<file path="config.mk">
export PLATFORM = sky130hd
export DESIGN_NAME = envelope_trigger_flat
export DESIGN_NICKNAME = d
export VERILOG_FILES = /design/src/rtl/envelope_pkg.sv /design/src/rtl/envelope_trigger_if.sv /design/src/rtl/envelope_channel.sv /design/src/rtl/envelope_trigger.sv /design/src/flat_wrapper.sv
export SDC_FILE = /design/constraint.sdc
export NUM_CORES = 1
export LEC_CHECK = 0
export BUFFER_PORTS_ARGS = -buffer_cell sky130_fd_sc_hd__buf_2
export CORE_MARGIN = 2
export CORE_UTILIZATION = 55
export DETAILED_ROUTE_END_ITERATION = 16
export PLACE_DENSITY = 0.81
export SETUP_SLACK_MARGIN = 0.3
export SKIP_LAST_GASP = 1
export SYNTH_ARGS = -nofsm -noshare
export SYNTH_HDL_FRONTEND = slang
export SYNTH_SLANG_ARGS = --single-unit
</file>
<file path="constraint.sdc">
create_clock -name clk -period 9.98 [get_ports clk]
set_input_delay 0 -clock clk [delete_from_list [all_inputs] [get_ports clk]]
set_output_delay 0 -clock clk [all_outputs]
set_load 0.05 [all_outputs]
</file>
<file path="src/rtl/envelope_pkg.sv">
// envelope_pkg: shared definitions for the envelope_trigger block.
//   env_state_t : per-channel detector state (IDLE / ACTIVE / RELEASE)
//   bits_for()  : register width needed to hold the values 0..n-1 (minimum 1)
package envelope_pkg;

    typedef logic [1:0] env_state_t;

    localparam env_state_t IDLE    = 2'd0;
    localparam env_state_t ACTIVE  = 2'd1;
    localparam env_state_t RELEASE = 2'd2;

    function automatic int unsigned bits_for(input int unsigned n);
        return (n > 1) ? $clog2(n) : 1;
    endfunction

endpackage

</file>
<file path="src/rtl/envelope_trigger_if.sv">
// envelope_trigger_if: sample input stream plus window-span result stream.
//   axiiv/axiid/axiic                : sample valid / data / channel index
//   span_axiov/span_axiod/span_axioc : span result pulse / span value / channel
//   master : the side that supplies samples and observes span results
//   slave  : the envelope_trigger side
interface envelope_trigger_if #(
    parameter int unsigned DATA_W = 8,
    parameter int unsigned CHAN_W = 1
);
    logic              axiiv;
    logic [DATA_W-1:0] axiid;
    logic [CHAN_W-1:0] axiic;
    logic              span_axiov;
    logic [DATA_W-1:0] span_axiod;
    logic [CHAN_W-1:0] span_axioc;

    modport master (
        output axiiv, axiid, axiic,
        input  span_axiov, span_axiod, span_axioc
    );

    modport slave (
        input  axiiv, axiid, axiic,
        output span_axiov, span_axiod, span_axioc
    );
endinterface

</file>
<file path="src/rtl/envelope_channel.sv">
// envelope_channel: one channel of the envelope detector.
// Tracks min/max over tumbling windows of LOOK_BACK accepted samples and, at
// each window close, emits the span (max-min) for one cycle and steps the
// IDLE/ACTIVE/RELEASE hysteresis FSM.
//   clk, rst     : clock, asynchronous active-high reset
//   clear        : synchronous restart of window and FSM
//   sample_valid : a sample for this channel is accepted this cycle
//   sample_data  : sample value
//   span_valid   : one-cycle pulse after the closing sample
//   span         : max-min of the closed window
//   triggered    : FSM is ACTIVE or RELEASE
module envelope_channel
    import envelope_pkg::*;
#(
    parameter int unsigned SAMPLE_DATA_WIDTH = 8,
    parameter int unsigned LOOK_BACK         = 50,
    parameter int unsigned LOW_THRESHOLD     = 2,
    parameter int unsigned HIGH_THRESHOLD    = 9,
    parameter int unsigned HOLD_WINDOWS      = 1
) (
    input  logic                         clk,
    input  logic                         rst,
    input  logic                         clear,
    input  logic                         sample_valid,
    input  logic [SAMPLE_DATA_WIDTH-1:0] sample_data,
    output logic                         span_valid,
    output logic [SAMPLE_DATA_WIDTH-1:0] span,
    output logic                         triggered
);
    localparam int unsigned DW      = SAMPLE_DATA_WIDTH;
    localparam int unsigned CNT_W   = bits_for(LOOK_BACK);
    localparam int unsigned QUIET_W = bits_for(HOLD_WINDOWS + 1);

    localparam logic [CNT_W-1:0]   LAST_IDX = CNT_W'(LOOK_BACK - 1);
    localparam logic [DW-1:0]      LOW_T    = DW'(LOW_THRESHOLD);
    localparam logic [DW-1:0]      HIGH_T   = DW'(HIGH_THRESHOLD);
    localparam logic [QUIET_W-1:0] HOLD_Q   = QUIET_W'(HOLD_WINDOWS);

    logic [CNT_W-1:0]   count;
    logic [DW-1:0]      min_q, max_q;
    logic [DW-1:0]      win_min, win_max, win_span;
    logic               closing;
    env_state_t         state, state_nxt;
    logic [QUIET_W-1:0] quiet, quiet_nxt, quiet_inc;

    // Window statistics including the current sample; count==0 means this
    // sample opens a fresh window, so stale min/max are ignored.
    always_comb begin
        win_min  = (count == '0 || sample_data < min_q) ? sample_data : min_q;
        win_max  = (count == '0 || sample_data > max_q) ? sample_data : max_q;
        win_span = win_max - win_min;
        closing  = sample_valid && (count == LAST_IDX);
    end

    always_comb begin
        state_nxt = state;
        quiet_nxt = quiet;
        quiet_inc = quiet + 1'b1;
        case (state)
            IDLE: begin
                quiet_nxt = '0;
                if (win_span >= HIGH_T) state_nxt = ACTIVE;
            end
            ACTIVE: begin
                if (win_span <= LOW_T) begin
                    // First quiet window already satisfies a hold of 0 or 1.
                    if (HOLD_WINDOWS <= 1) begin
                        state_nxt = IDLE;
                        quiet_nxt = '0;
                    end else begin
                        state_nxt = RELEASE;
                        quiet_nxt = QUIET_W'(1);
                    end
                end
            end
            RELEASE: begin
                if (win_span > LOW_T) begin
                    state_nxt = ACTIVE;
                    quiet_nxt = '0;
                end else if (quiet_inc >= HOLD_Q) begin
                    state_nxt = IDLE;
                    quiet_nxt = '0;
                end else begin
                    quiet_nxt = quiet_inc;
                end
            end
            default: begin
                state_nxt = IDLE;
                quiet_nxt = '0;
            end
        endcase
    end

    always_ff @(posedge clk or posedge rst) begin
        if (rst) begin
            count      <= '0;
            min_q      <= '0;
            max_q      <= '0;
            span_valid <= 1'b0;
            span       <= '0;
            state      <= IDLE;
            quiet      <= '0;
        end else if (clear) begin
            count      <= '0;
            min_q      <= '0;
            max_q      <= '0;
            span_valid <= 1'b0;
            state      <= IDLE;
            quiet      <= '0;
        end else begin
            span_valid <= closing;
            if (sample_valid) begin
                min_q <= win_min;
                max_q <= win_max;
                if (closing) begin
                    count <= '0;
                    span  <= win_span;
                    state <= state_nxt;
                    quiet <= quiet_nxt;
                end else begin
                    count <= count + 1'b1;
                end
            end
        end
    end

    assign triggered = (state != IDLE);

endmodule

</file>
<file path="src/rtl/envelope_trigger.sv">
// envelope_trigger: multi-channel windowed span detector with hysteresis.
//   clk, rst      : clock, asynchronous active-high reset
//   clear         : synchronous restart of all channels
//   bus (slave)   : axiiv/axiid/axiic sample input,
//                   span_axiov/span_axiod/span_axioc span result output
//   triggered     : per-channel detection flag
//   any_triggered : OR of triggered
module envelope_trigger
    import envelope_pkg::*;
#(
    parameter int unsigned SAMPLE_DATA_WIDTH = 8,
    parameter int unsigned NUM_CHANNELS      = 2,
    parameter int unsigned LOOK_BACK         = 50,
    parameter int unsigned LOW_THRESHOLD     = 2,
    parameter int unsigned HIGH_THRESHOLD    = 9,
    parameter int unsigned HOLD_WINDOWS      = 1
) (
    input  logic                    clk,
    input  logic                    rst,
    input  logic                    clear,
    envelope_trigger_if.slave       bus,
    output logic [NUM_CHANNELS-1:0] triggered,
    output logic                    any_triggered
);
    localparam int unsigned CHAN_W = bits_for(NUM_CHANNELS);

    logic [NUM_CHANNELS-1:0]      ch_span_valid;
    logic [SAMPLE_DATA_WIDTH-1:0] ch_span [NUM_CHANNELS];

    for (genvar g = 0; g < NUM_CHANNELS; g++) begin : g_ch
        // Out-of-range channel indices match no instance and are dropped.
        logic ch_valid;
        assign ch_valid = bus.axiiv && !clear && (bus.axiic == CHAN_W'(g));

        envelope_channel #(
            .SAMPLE_DATA_WIDTH (SAMPLE_DATA_WIDTH),
            .LOOK_BACK         (LOOK_BACK),
            .LOW_THRESHOLD     (LOW_THRESHOLD),
            .HIGH_THRESHOLD    (HIGH_THRESHOLD),
            .HOLD_WINDOWS      (HOLD_WINDOWS)
        ) u_channel (
            .clk          (clk),
            .rst          (rst),
            .clear        (clear),
            .sample_valid (ch_valid),
            .sample_data  (bus.axiid),
            .span_valid   (ch_span_valid[g]),
            .span         (ch_span[g]),
            .triggered    (triggered[g])
        );
    end

    // One sample per cycle means at most one channel closes per cycle, so a
    // simple priority pick is exact. Outputs read zero when no pulse.
    always_comb begin
        bus.span_axiov = 1'b0;
        bus.span_axiod = '0;
        bus.span_axioc = '0;
        for (int unsigned i = 0; i < NUM_CHANNELS; i++) begin
            if (ch_span_valid[i]) begin
                bus.span_axiov = 1'b1;
                bus.span_axiod = ch_span[i];
                bus.span_axioc = CHAN_W'(i);
            end
        end
    end

    assign any_triggered = |triggered;

endmodule

</file>
<file path="src/flat_wrapper.sv">
// flat-port wrapper written by rule: the top's interface ports become plain ports
module envelope_trigger_flat import envelope_pkg::*;
#(
    parameter int unsigned SAMPLE_DATA_WIDTH = 8,
    parameter int unsigned NUM_CHANNELS      = 2,
    parameter int unsigned LOOK_BACK         = 50,
    parameter int unsigned LOW_THRESHOLD     = 2,
    parameter int unsigned HIGH_THRESHOLD    = 9,
    parameter int unsigned HOLD_WINDOWS      = 1
)
  (clk, rst, clear, triggered, any_triggered, bus_axiiv, bus_axiid, bus_axiic, bus_span_axiov, bus_span_axiod, bus_span_axioc);
  envelope_trigger_if #(.DATA_W(8), .CHAN_W(1)) bus_i ();
  input  logic clk;
  input  logic rst;
  input  logic clear;
  output logic [NUM_CHANNELS-1:0] triggered;
  output logic any_triggered;
  input wire logic [$bits(bus_i.axiiv)-1:0] bus_axiiv;
  input wire logic [$bits(bus_i.axiid)-1:0] bus_axiid;
  input wire logic [$bits(bus_i.axiic)-1:0] bus_axiic;
  output wire logic [$bits(bus_i.span_axiov)-1:0] bus_span_axiov;
  output wire logic [$bits(bus_i.span_axiod)-1:0] bus_span_axiod;
  output wire logic [$bits(bus_i.span_axioc)-1:0] bus_span_axioc;
  assign bus_i.axiiv = bus_axiiv;
  assign bus_i.axiid = bus_axiid;
  assign bus_i.axiic = bus_axiic;
  assign bus_span_axiov = bus_i.span_axiov;
  assign bus_span_axiod = bus_i.span_axiod;
  assign bus_span_axioc = bus_i.span_axioc;
  envelope_trigger #(.SAMPLE_DATA_WIDTH(SAMPLE_DATA_WIDTH), .NUM_CHANNELS(NUM_CHANNELS), .LOOK_BACK(LOOK_BACK), .LOW_THRESHOLD(LOW_THRESHOLD), .HIGH_THRESHOLD(HIGH_THRESHOLD), .HOLD_WINDOWS(HOLD_WINDOWS)) u_core (.clk(clk), .rst(rst), .clear(clear), .bus(bus_i), .triggered(triggered), .any_triggered(any_triggered));
endmodule
</file>
### Word level (Yosys, flattened, before mapping)

Index checks and enable logic that the tools add are counted.

* flip-flop bits (word level): 68
* bits of input ports: 13
* logic and storage cells: 128

* add/sub/neg operators: 6
* magnitude comparators: 12
* equal/unequal tests: 12
* multiplexer cells: 55
* bitwise logic cells: 2
* reductions and logical operators: 27

Operators by type and width (count)
* $mux W8: 14
* $mux W6: 6
* $mux W2: 14
* $mux W1: 17
* $ge A8 B4 Y1 const B: 2
* $gt A8 B2 Y1 const B: 2
* $gt A8 B8 Y1: 2
* $le A8 B2 Y1 const B: 2
* $lt A8 B8 Y1: 2
* $sub A8 B8 Y8: 2
* $add A6 B1 Y6 const B: 2
* $eq A6 B6 Y1 const B: 2
* $logic_not A6 Y1: 2
* $ne A3 B3 Y1 const B: 4
* $pmux W2 S3: 2
* $reduce_and A3 Y1: 4
* $reduce_bool A2 Y1: 6
* $reduce_and A5 Y1: 2
* $ne A4 B4 Y1 const B: 2
* $logic_and A1 B1 Y1: 5
* $eq A2 B1 Y1 const B: 2
* $eq A2 B2 Y1 const B: 2
* $logic_not A2 Y1: 2
* $logic_or A1 B1 Y1: 4
* other kinds (6): 10

### Depth between registers and ports, before layout

* depth after elaboration: 10
* gate-level depth with buffers: 21

### By module

A second synthesis with hierarchy kept.

* cell total of the unflattened synthesis: 558
* area, all modules: 4890.9 um^2

Modules (own cells, without submodules)
* envelope_channel at u_core.g_ch[0].u_channel: times used 1, cells each 278, area an instance 2418.6 um^2, sequential area each 800.8 um^2
* envelope_channel at u_core.g_ch[1].u_channel: times used 1, cells each 262, area an instance 2341.0 um^2, sequential area each 800.8 um^2
* envelope_trigger: times used 1, cells each 18, area an instance 131.4 um^2, sequential area each 0.0 um^2

### Worst setup path before layout

OpenSTA, ideal clock, no wires.

* path type: reg-to-reg
* start: register u_core.g_ch[1].u_channel.min_q[2]
* end: register u_core.g_ch[1].u_channel.state[0]
* setup time: 0.133 ns
* data arrival time: 4.596 ns
* data required time: 9.847 ns
* slack: 5.251 ns
* cell stages (with the launch flop): 21
* path through: dfrtp_1 -> clkbuf_1 -> inv_1 -> ha_1 -> a2111oi_0 -> o21bai_1 -> nand2_1 -> clkbuf_1 -> clkbuf_1 -> nor2_1 -> a21oi_1 -> ha_1 -> a21o_1 -> a21oi_1 -> a31oi_1 -> o311a_1 -> or4_4 -> and2_4 -> or3_1 -> a2111oi_2 -> a31oi_1

* word-level cells in the longest chain between the ends: 10
* elaborated cells between the ends (all ways): 16
* classes of those cells: add/sub: 1; order compare: 4; eq/ne: 3; mux: 6; reduce/logical: 2

RTL lines
* start, declared: RTL line envelope_channel.sv:40 `logic [DW-1:0] min_q, max_q;`
* start signal, assigned: RTL line envelope_channel.sv:113 `min_q <= win_min;`
* $lt A8 B8 Y1: RTL line envelope_channel.sv:49 `win_min = (count == '0 || sample_data < min_q) ? sample_data : min_q;`
* $logic_or A1 B1 Y1: RTL line envelope_channel.sv:49
* $mux W8 (*): RTL line envelope_channel.sv:49
* $sub A8 B8 Y8 (*): RTL line envelope_channel.sv:51 `win_span = win_max - win_min;`
* $gt A8 B2 Y1: RTL line envelope_channel.sv:77 `if (win_span > LOW_T) begin`
* $mux W2: RTL line envelope_channel.sv:77
* $pmux W2 S3: RTL line envelope_channel.sv:59 `case (state)`
* $mux W2: RTL line envelope_channel.sv:115 `if (closing) begin`
* $mux W2: RTL line envelope_channel.sv:112 `if (sample_valid) begin`
* $mux W2: RTL line envelope_channel.sv:103 `end else if (clear) begin`
* end signal, assigned: RTL line envelope_channel.sv:118 `state <= state_nxt;`
* end, declared: RTL line envelope_channel.sv:43 `env_state_t state, state_nxt;`

Mark *: on every way between the ends. The rest lies on a longest branch, timed or not. The select of a mux whose other input is x is not followed.
A chain may end at the register's enable or synchronous reset.

### Worst setup path in the final report

* start: register u_core.g_ch[1].u_channel.max_q[2]
* end: register u_core.g_ch[1].u_channel.state[0]

* word-level cells in the longest chain between the ends: 10
* elaborated cells between the ends (all ways): 16
* classes of those cells: add/sub: 1; order compare: 4; eq/ne: 3; mux: 6; reduce/logical: 2

RTL lines
* start, declared: RTL line envelope_channel.sv:40
* start signal, assigned: RTL line envelope_channel.sv:114 `max_q <= win_max;`
* $gt A8 B8 Y1: RTL line envelope_channel.sv:50 `win_max = (count == '0 || sample_data > max_q) ? sample_data : max_q;`
* $logic_or A1 B1 Y1: RTL line envelope_channel.sv:50
* $mux W8 (*): RTL line envelope_channel.sv:50
* $sub A8 B8 Y8 (*): RTL line envelope_channel.sv:51
* $gt A8 B2 Y1: RTL line envelope_channel.sv:77
* $mux W2: RTL line envelope_channel.sv:77
* $pmux W2 S3: RTL line envelope_channel.sv:59
* $mux W2: RTL line envelope_channel.sv:115
* $mux W2: RTL line envelope_channel.sv:112
* $mux W2: RTL line envelope_channel.sv:103

Marks and branches as above.

==> metrics.cfg <==
[run_status]
outcome = finished, final reports clean

[floorplanning]
rows = 34
die_h_um = 99.1
core-area_um2 = 8760
die_area_um2 = 9820
start_util_pct = 56.8
die_w_um = 99.1
io_pins = 26

[pwr]
power_frac_clock_pct = 32.8
pwr-share-seq_pct = 39.7
powerDensity_nw_per_um2 = 130
power_frac_comb_pct = 27.5
leakagePower_nw = 2.41
ir_worst_vdd_mv = 0.0719
switchingPower_w = 0.000242
p_int_w = 0.000451
switching_share_pct = 34.9

[sta]
hold_ws_ns = 0.0807
layout_worst_path_cycle_share_pct = 49.9
relSlewSlack_pct = 44.5
period_minus_slack_ns = 4.98
setup_viol = 0
drv_slew = 0
hold_violations = 0
fin_ws_ns = 5.00
rsz0062_at_grt = false
worst_pin_slew_ns = 0.833
fmax_ghz = 0.201
final.setup.tns_ns = 0
clock_skew_ns = 0.00899

[critical_path]
crit_chain = inv_1 -> ha_1 -> and2_1 -> o21a_1 -> or4_4 -> nand2_1 -> nand2_1 -> o21ai_0 -> ha_1 -> a21o_1 -> a21oi_1 -> a31oi_1 -> o311a_1 -> or4_4 -> and2_4 -> or3_1 -> a2111oi_2 -> a31oi_1
cp_slowest_cell = o21ai_0
worstSetupStartpointType = flip-flop
crit_type = reg2reg
path_max_fanout = 14
crit_path_max_incr_delay_ns = 0.51
reg2reg_slack_ns = 5.00
cp.arrival_ns = 5.22
end_kind = flip-flop
cp.required_ns = 10.21

[finish]
layout_common_cells = nand2_1, dfrtp_1, nor2_1, o21ai_0, inv_1
insertedDiodeCount = 0
fin_nets = 680
drive_gt1_share_pct = 10.5
final_common_cell = nand2_1
syn_to_final_growth_pct = 7.24
final_util_pct = 60.9

[placement]
dp_hpwl_um = 9430
portBuffers = 25
preCtsSetupSlack_ns = 5.01
place.gp.congestion = 0.962

[clocking]
clock_sinks = 64
clk_latency_ns = 0.36
ctsHtreeMaxLevel = 3
cts_resized = 0
numCtsBuffers = 9
clk_pin_slew_ns = 0.08
cts_setup_buffers = 0
cts_tree = built
root_buffer = clkbuf_8
clockBufferDepth = 2

[grt]
grt_pass1_vias = 4679
grt.overflow.total = 0
antenna_found_initial = 0
track_usage_pct = 29.0
grt_pass1_wl_um = 22800
grt_max_degree = 65

[yosys]
synth-edff-count = 0
yosys.cell_types.count = 67
synthCells = 607
ys_seq_area_share_pct = 32.2
syn_nets = 669
yosys_most_used_dff = dfrtp_1
yosysTopAreaCellShare_pct = 32.2
ys_seq_elements = 64
yosysTopAreaCell = dfrtp_1
async_flop_share_pct = 100
syn_area_per_cell_um2 = 8.20
synthTopCellsByArea = dfrtp_1, ha_1, o21ai_0
ys_warn_count = 0
synth_area_um2 = 4970

[run]
maxCapViolations = 0

[route]
wl_per_cell_um = 18.2
drtPass1Iterations = 5
routed_wl_um = 13300
ant_nets = 0
drcViolationCount = 0
drtIter0Drc = 254
vias = 4624
viasPerCell = 6.33

[worst_hold_path]
hold_class = in2reg

## synth_stat cells (10+ instances only)
library cell  number
ha_1              47
nand3_1           13
dfrtp_1           64
clkbuf_1          26
inv_1             49
nor3_1            18
nor2_1            56
xor2_1            10
a21oi_1           40
a211oi_1          17
xnor2_1           11
nand2_1           66
o21ai_0           50
## metal layers
metal  up-vias  routed length, um  global-route usage [%]
met4         0                510                    14.0
met5         -                  0                       0
li1       2198                  -                       -
met2       147               6550                    49.1
met1      2236               5650                    36.1
met3        43                593                    4.57
## worst paths after layout
path                                                               startpoint                                       endpoint  cells past startpoint
worst max-delay path            u_core.g_ch[1].u_channel.max_q[2]$_DFFE_PP0N_  u_core.g_ch[1].u_channel.state[0]$_DFFE_PP0P_                     18
worst min-delay path                                             bus_axiid[7]  u_core.g_ch[0].u_channel.min_q[7]$_DFFE_PP0N_                      3
worst max register to register  u_core.g_ch[1].u_channel.max_q[2]$_DFFE_PP0N_  u_core.g_ch[1].u_channel.state[0]$_DFFE_PP0P_                     18
worst min register to register   u_core.g_ch[0].u_channel.span[3]$_DFFE_PP0P_   u_core.g_ch[0].u_channel.span[3]$_DFFE_PP0P_                      2
max in group asynchronous                                                 rst  u_core.g_ch[0].u_channel.min_q[7]$_DFFE_PP0N_                      4
min in group asynchronous                                                 rst  u_core.g_ch[0].u_channel.count[2]$_DFFE_PP0N_                      4
## sequential cells by signal, summed over array words and instances, names as in the netlist
register and count:
u_core.g_ch.u_channel.state 2, u_core.g_ch.u_channel.min_q 16, u_core.g_ch.u_channel.count 12, u_core.g_ch.u_channel.span_valid 2, u_core.g_ch.u_channel.max_q 16, u_core.g_ch.u_channel.span 16
## kinds of logic after synthesis
family | count (synthesis) | synth area share (%)
xor+xnor | 21 | 3.70
flops | 64 | 32.2
buf+inv | 81 | 6.44
simple gates | 205 | 19.5
mux | 6 | 1.23
fa+ha+maj | 52 | 13.2
compound gates | 178 | 23.7
## metrics by stage
step | power [W] | area, um2 | std cells
floorplan | 0.000418 | 4970 | 607
global placement | 0.000459 | 5140 | 714
detailed placement | 0.000466 | 5140 | 714
CTS | 0.000692 | 5340 | 730
global route | 0.000727 | 5340 | 730
finish | 0.000694 | 5340 | 730
## worst max-delay path, delay by kind of cell, from the launching register on
kind / cells / cell delay, ns
adders and majority gates: 2 / 0.60
buffers and inverters: 1 / 0.11
and+or+nand+nor: 7 / 2.08
DFF: 1 / 0.43
AOI/OAI and AO/OA: 8 / 1.63
## power by group through the flow
stage               Combinational, W  Sequential [W]  Clock, W
global placement            0.000179        0.000280         0
CTS                         0.000187        0.000275  0.000230
finish                      0.000191        0.000275  0.000227
global route                0.000214        0.000276  0.000237
detailed placement          0.000186        0.000280         0
floorplan                   0.000140        0.000278         0
## timing repair
item,in CTS,in global routing
endpoints found under the hold margin,64,0
hold buffers,1,0
endpoints found under the setup margin,0,0
## final cells by class
class,count,area [um2]
multi-input cells,462,3050
fillers,800,3430
inverters,50,188
flip-flops and latches,64,1600
well taps,108,135
clock inverters,6,61.3
repair buffers,31,173
clock buffers,9,124
Power figures use the tool's default switching activity.
